File: config.mk
export PLATFORM = sky130hd
export DESIGN_NAME = fifo_ctrl
export DESIGN_NICKNAME = d
export VERILOG_FILES = /design/src/rtl/fifo_ctrl.sv
export SDC_FILE = /design/constraint.sdc
export NUM_CORES = 1
export LEC_CHECK = 0
export BUFFER_PORTS_ARGS = -buffer_cell sky130_fd_sc_hd__buf_2
export CAP_MARGIN = 20
export CELL_PAD_IN_SITES_DETAIL_PLACEMENT = 1
export CELL_PAD_IN_SITES_GLOBAL_PLACEMENT = 2
export CORE_MARGIN = 4
export CORE_UTILIZATION = 43
export CTS_CLUSTER_DIAMETER = 30
export DETAILED_ROUTE_END_ITERATION = 8
export PLACE_DENSITY = 0.85
export RECOVER_POWER = 25
export SLEW_MARGIN = 5
export SYNTH_ARGS = -nofsm -noshare
export SYNTH_HDL_FRONTEND = slang
export SYNTH_SLANG_ARGS = --single-unit
File: constraint.sdc
create_clock -name clk -period 2.7 [get_ports clk]
set_clock_uncertainty 0.1 [all_clocks]
set_input_delay 0.135 -clock clk [delete_from_list [all_inputs] [get_ports clk]]
set_output_delay 0.135 -clock clk [all_outputs]
set_load 0.01 [all_outputs]
File: src/rtl/fifo_ctrl.sv
`default_nettype none
// ============================================================================
//  Module      : fifo_ctrl
//  Description : Single-clock synchronous FIFO with storage, read/write
//                pointers, full-width occupancy count, status flags,
//                registered increment/decrement strobes for a downstream
//                occupancy counter, and sticky overflow/underflow flags.
//  Revision    : 1.0 - initial release
// ============================================================================
module fifo_ctrl #(
    parameter int WIDTH    = 8,
    parameter int ADDR_W   = 3,
    parameter int AF_LEVEL = 6,
    parameter int AE_LEVEL = 2
) (
    input  logic              clk,
    input  logic              reset,
    input  logic              wr_en,
    input  logic [WIDTH-1:0]  wr_data,
    input  logic              rd_en,
    output logic [WIDTH-1:0]  rd_data,
    output logic              rd_valid,
    output logic              full,
    output logic              empty,
    output logic              almost_full,
    output logic              almost_empty,
    output logic [ADDR_W:0]   count,
    output logic              increment,
    output logic              decrement,
    output logic              overflow,
    output logic              underflow
);

    localparam int              DEPTH     = 1 << ADDR_W;
    localparam logic [ADDR_W:0] c_DEPTH   = (ADDR_W+1)'(DEPTH);
    localparam logic [ADDR_W:0] c_AF      = (ADDR_W+1)'(AF_LEVEL);
    localparam logic [ADDR_W:0] c_AE      = (ADDR_W+1)'(AE_LEVEL);
    localparam logic [ADDR_W:0] c_CNT_ONE = (ADDR_W+1)'(1);
    localparam logic [ADDR_W-1:0] c_PTR_ONE = ADDR_W'(1);

    logic [WIDTH-1:0]  r_mem [DEPTH];
    logic [ADDR_W-1:0] r_wr_ptr;
    logic [ADDR_W-1:0] r_rd_ptr;
    logic [ADDR_W:0]   r_count;
    logic [WIDTH-1:0]  r_rd_data;
    logic              r_rd_valid;
    logic              r_increment;
    logic              r_decrement;
    logic              r_overflow;
    logic              r_underflow;

    logic              w_full;
    logic              w_empty;
    logic              w_wr_acc;
    logic              w_rd_acc;

    // Flags decode the registered count; acceptance uses pre-edge flags so a
    // write into an empty FIFO cannot be read back in the same cycle.
    assign w_full   = (r_count == c_DEPTH);
    assign w_empty  = (r_count == '0);
    assign w_wr_acc = wr_en & ~w_full;
    assign w_rd_acc = rd_en & ~w_empty;

    // Storage array: written only on accepted writes, never reset.
    always_ff @(posedge clk) begin
        if (w_wr_acc) begin
            r_mem[r_wr_ptr] <= wr_data;
        end
    end

    // Pointers, occupancy, read data path, strobes and sticky error flags.
    always_ff @(posedge clk) begin
        if (reset) begin
            r_wr_ptr    <= '0;
            r_rd_ptr    <= '0;
            r_count     <= '0;
            r_rd_data   <= '0;
            r_rd_valid  <= 1'b0;
            r_increment <= 1'b0;
            r_decrement <= 1'b0;
            r_overflow  <= 1'b0;
            r_underflow <= 1'b0;
        end else begin
            if (w_wr_acc) begin
                r_wr_ptr <= r_wr_ptr + c_PTR_ONE;
            end
            if (w_rd_acc) begin
                r_rd_ptr  <= r_rd_ptr + c_PTR_ONE;
                r_rd_data <= r_mem[r_rd_ptr];
            end
            r_rd_valid <= w_rd_acc;

            case ({w_wr_acc, w_rd_acc})
                2'b10:   r_count <= r_count + c_CNT_ONE;
                2'b01:   r_count <= r_count - c_CNT_ONE;
                default: r_count <= r_count;
            endcase

            r_increment <= w_wr_acc & ~w_rd_acc;
            r_decrement <= w_rd_acc & ~w_wr_acc;
            r_overflow  <= r_overflow  | (wr_en & w_full);
            r_underflow <= r_underflow | (rd_en & w_empty);
        end
    end

    assign rd_data      = r_rd_data;
    assign rd_valid     = r_rd_valid;
    assign full         = w_full;
    assign empty        = w_empty;
    assign almost_full  = (r_count >= c_AF);
    assign almost_empty = (r_count <= c_AE);
    assign count        = r_count;
    assign increment    = r_increment;
    assign decrement    = r_decrement;
    assign overflow     = r_overflow;
    assign underflow    = r_underflow;

endmodule
`default_nettype wire

==> key figures <==
Clocking
  • CTS HTree Levels: 3
  • Insertion delay of the later-clocked pin in the worst-skew pair: 0.35 ns
  • Clock root buffer: sky130_fd_sc_hd__clkbuf_8
  • CTS tree: yes
  • TritonCTS sink count: 87
  • Maximum buffer depth of the clock tree: 2
  • Inserted Clock Buffers: 9
  • Clock transition at the registers of the reported paths: 0.10 ns

Worst setup path
  • Data required time of the worst path: 2.89 ns
  • Endpoint class of the critical path: register
  • R2R Path End: count[2]$_SDFFE_PP0P_
  • Number of cell instances on the worst register-to-register path: 9
  • R2r startpoint: count[0]$_SDFFE_PP0P_
  • Setup slack of the most critical reg-to-reg path: 0.18 ns
  • Element type at the critical path start: register
  • Signal arrival time at the worst endpoint: 2.71 ns
  • Setup crit start: count[0]$_SDFFE_PP0P_
  • Max FO, Critical Path: 8
  • End point of the critical path: count[2]$_SDFFE_PP0P_
  • Type of the setup path with the least slack: reg -> reg

Power and ir drop
  • Power density relative to cell area: 897.9 mW/mm^2
  • Worst vdd ir: 0.3923 mV
  • Sum of internal, switching and leakage power: 0.003662 W
  • Standby leakage power: 1.456 nW

Synthesis
  • Number of enable flip-flop cells after synthesis: 64
  • Proportion of synthesized flip-flops having asynchronous set or reset: 0
  • Mean Syn Cell Area: 16.75 sq um
  • Post-synthesis cell area: 0.003467 sq mm
  • Count of mapped cells out of synthesis: 207
  • Most frequently used flop master after synthesis: sky130_fd_sc_hd__edfxtp_1
  • Number of warning messages in the yosys log: 0
  • Post-Synthesis Net Count: 225
  • FF+latch count, synth: 87
  • Share of synthesized area occupied by flip-flops and latches: 0.6871
  • Number of unique standard cell types used by synthesis: 40

STA
  • RSZ-0062 raised after global routing: no
  • Crit path time final: 2.520 ns
  • Worst-case hold slack: 0.1211 ns
  • Finish-stage setup viols: 0
  • Max-slew headroom: 0.6655
  • Tightest Pin Transition: 0.5017 ns
  • Highest attainable clock frequency: 0.3967 GHz
  • Aggregate negative setup slack: 0 ns
  • Post-route fraction of the period consumed by the critical path: 0.9335
  • Final count of hold timing violations: 0
  • Final count of pins violating max slew: 0

Placement
  • Placer congestion estimate: 0.6830
  • IO Port Bufs: 32
  • Dpl hpwl: 4376 um
  • Standard cell area after detailed placement: 0.003787 sq mm

Finish
  • Proportion of layout cells with a drive suffix above 1: 0.3396
  • Number of fill cells: 763
  • Final antenna diode count: 0
  • Commonest non-fill, non-tap cell in the layout: sky130_fd_sc_hd__edfxtp_1
  • Final design instance area without fill: 0.004078 sq mm
  • Final layout net count: 281
  • Most frequent cells in the layout: 64 x sky130_fd_sc_hd__edfxtp_1, 26 x sky130_fd_sc_hd__buf_2, 22 x sky130_fd_sc_hd__nor2_1, 22 x sky130_fd_sc_hd__dfxtp_1, 16 x sky130_fd_sc_hd__mux4_2
  • Final core occ: 0.5250
  • Signed area change from the synthesized netlist to the final layout: 17.61%

Min path
  • Path class of the lowest-slack min-delay path: in -> reg

Global routing
  • GRT Overall Usage: 0.1530
  • Maximum number of pins on one net before global-route repair: 25
  • Gr ovfl total: 0
  • Number of global-route vias before repair: 1953
  • First-pass GRT wire length: 10960 um
  • Initial antenna violation count: 0

Routing
  • Average via count per standard cell: 5.105
  • Count of routing violations after the opening detailed-route iteration: 146
  • Wire length after detailed routing: 6561 um
  • Drt pass-1 iters: 4
  • Total DRC errors in the routed layout: 0
  • Vias: 1889
  • Routed Antenna Nets: 0
  • Drt wl/cell: 17.73 um

Job
  • Max-capacitance violation count: 0

Floorplanning
  • Num ports: 33
  • Die area: 0.009564 sq mm
  • Height of the die: 97.80 um
  • Standard-cell rows: 32
  • Area of the core: 0.007767 sq mm
  • Die W: 97.80 um
  • Initial cell density of the core: 0.4464

Run status
  • Result of the run: completed
-- worst max-delay path: stages, from the launching register on --
cell,delay [ns]
sky130_fd_sc_hd__dfxtp_1,0.38
sky130_fd_sc_hd__or4b_4,0.60
sky130_fd_sc_hd__nand2_4,0.14
sky130_fd_sc_hd__ha_2,0.26
sky130_fd_sc_hd__xor2_1,0.16
sky130_fd_sc_hd__ha_1,0.16
sky130_fd_sc_hd__a21oi_1,0.05
sky130_fd_sc_hd__xor2_1,0.15
sky130_fd_sc_hd__or3_1,0.31
sky130_fd_sc_hd__a21oi_1,0.14
-- kinds of logic after synthesis --
| logic type | after synthesis | synth area share |
|---|---|---|
| AND/OR/NAND/NOR | 56 | 0.1032 |
| flip-flops | 87 | 0.6871 |
| multiplexers | 19 | 0.1130 |
| buffers and inverters | 13 | 0.02273 |
| adder cells (fa/ha/maj) | 6 | 0.02165 |
| AO/OA/AOI/OAI | 19 | 0.03465 |
| XOR/XNOR | 7 | 0.01768 |
-- timing repair --
action	CTS	global route
hold buffers	10	0
setup buffers	0	0
hold endpoints to repair	67	0
setup endpoints to repair	0	1
gates resized for setup	0	2
-- per-layer routing --
metal	global-route usage	vias up	wire [um]
met5	0	-	0
met4	0.07348	0	132
met3	0.03071	8	176
met2	0.2462	29	3377
met1	0.1999	950	2874
li1	-	902	-
-- stage by stage --
step / worst slack (ns) / std cells
floorplan: 0.09057 / 207
global placement: 0.2054 / 344
detailed placement: 0.1107 / 344
CTS: 0.09312 / 370
global route: 0.0008671 / 370
finish: 0.1795 / 370
-- Yosys cell counts (3+ instances only) --
| cell | number | area share |
|---|---|---|
| sky130_fd_sc_hd__nand2_1 | 5 | 0.0054 |
| sky130_fd_sc_hd__o22ai_1 | 7 | 0.013 |
| sky130_fd_sc_hd__xor2_1 | 5 | 0.013 |
| sky130_fd_sc_hd__nor2_1 | 22 | 0.024 |
| sky130_fd_sc_hd__ha_1 | 6 | 0.022 |
| sky130_fd_sc_hd__a21oi_1 | 6 | 0.0087 |
| sky130_fd_sc_hd__edfxtp_1 | 64 | 0.55 |
| sky130_fd_sc_hd__nor2b_1 | 3 | 0.0054 |
| sky130_fd_sc_hd__mux4_2 | 16 | 0.10 |
| sky130_fd_sc_hd__dfxtp_1 | 23 | 0.13 |
| sky130_fd_sc_hd__nor3_1 | 4 | 0.0058 |
| sky130_fd_sc_hd__nor3_2 | 8 | 0.023 |
-- cell type report --
class / count / area (sq um) / area share
sequential: 87 / 2384 / 0.5845
tap: 102 / 127.6 / 0.03130
timing repair buffer: 55 / 350.3 / 0.08592
inverter: 3 / 13.76 / 0.003375
clock inverter: 7 / 70.07 / 0.01718
multi-input combinational: 107 / 1008 / 0.2473
clock buffer: 9 / 123.9 / 0.03038
-- sequential cells by signal (all words and copies together), names as in the netlist, 3 cells and up --
| register | flops |
|---|---|
| count | 4 |
| r_mem | 64 |
| r_rd_ptr | 3 |
| r_wr_ptr | 3 |
| rd_data | 8 |
-- how the worst min path moves through the flow --
stage / slack, ns / from / cells after the start / to
2_1_floorplan: 0.11 / reset / 1 / decrement$_SDFF_PP0_
3_3_place_gp: 0.30 / wr_data[6] / 1 / r_mem[2][6]$_DFFE_PP_
3_5_place_dp: 0.32 / wr_data[6] / 1 / r_mem[3][6]$_DFFE_PP_
4_1_cts: 0.12 / reset / 2 / count[0]$_SDFFE_PP0P_
5_1_grt: 0.13 / reset / 2 / count[0]$_SDFFE_PP0P_
6_report: 0.12 / reset / 2 / count[0]$_SDFFE_PP0P_
-- report_power, final --
part           switching [W]  total [W]  internal (W)
clock               0.000523   0.000888      0.000365
sequential         0.0000811    0.00167       0.00158
combinational       0.000582    0.00111      0.000526
total                0.00119    0.00366       0.00248
Power figures use the tool's default switching activity.
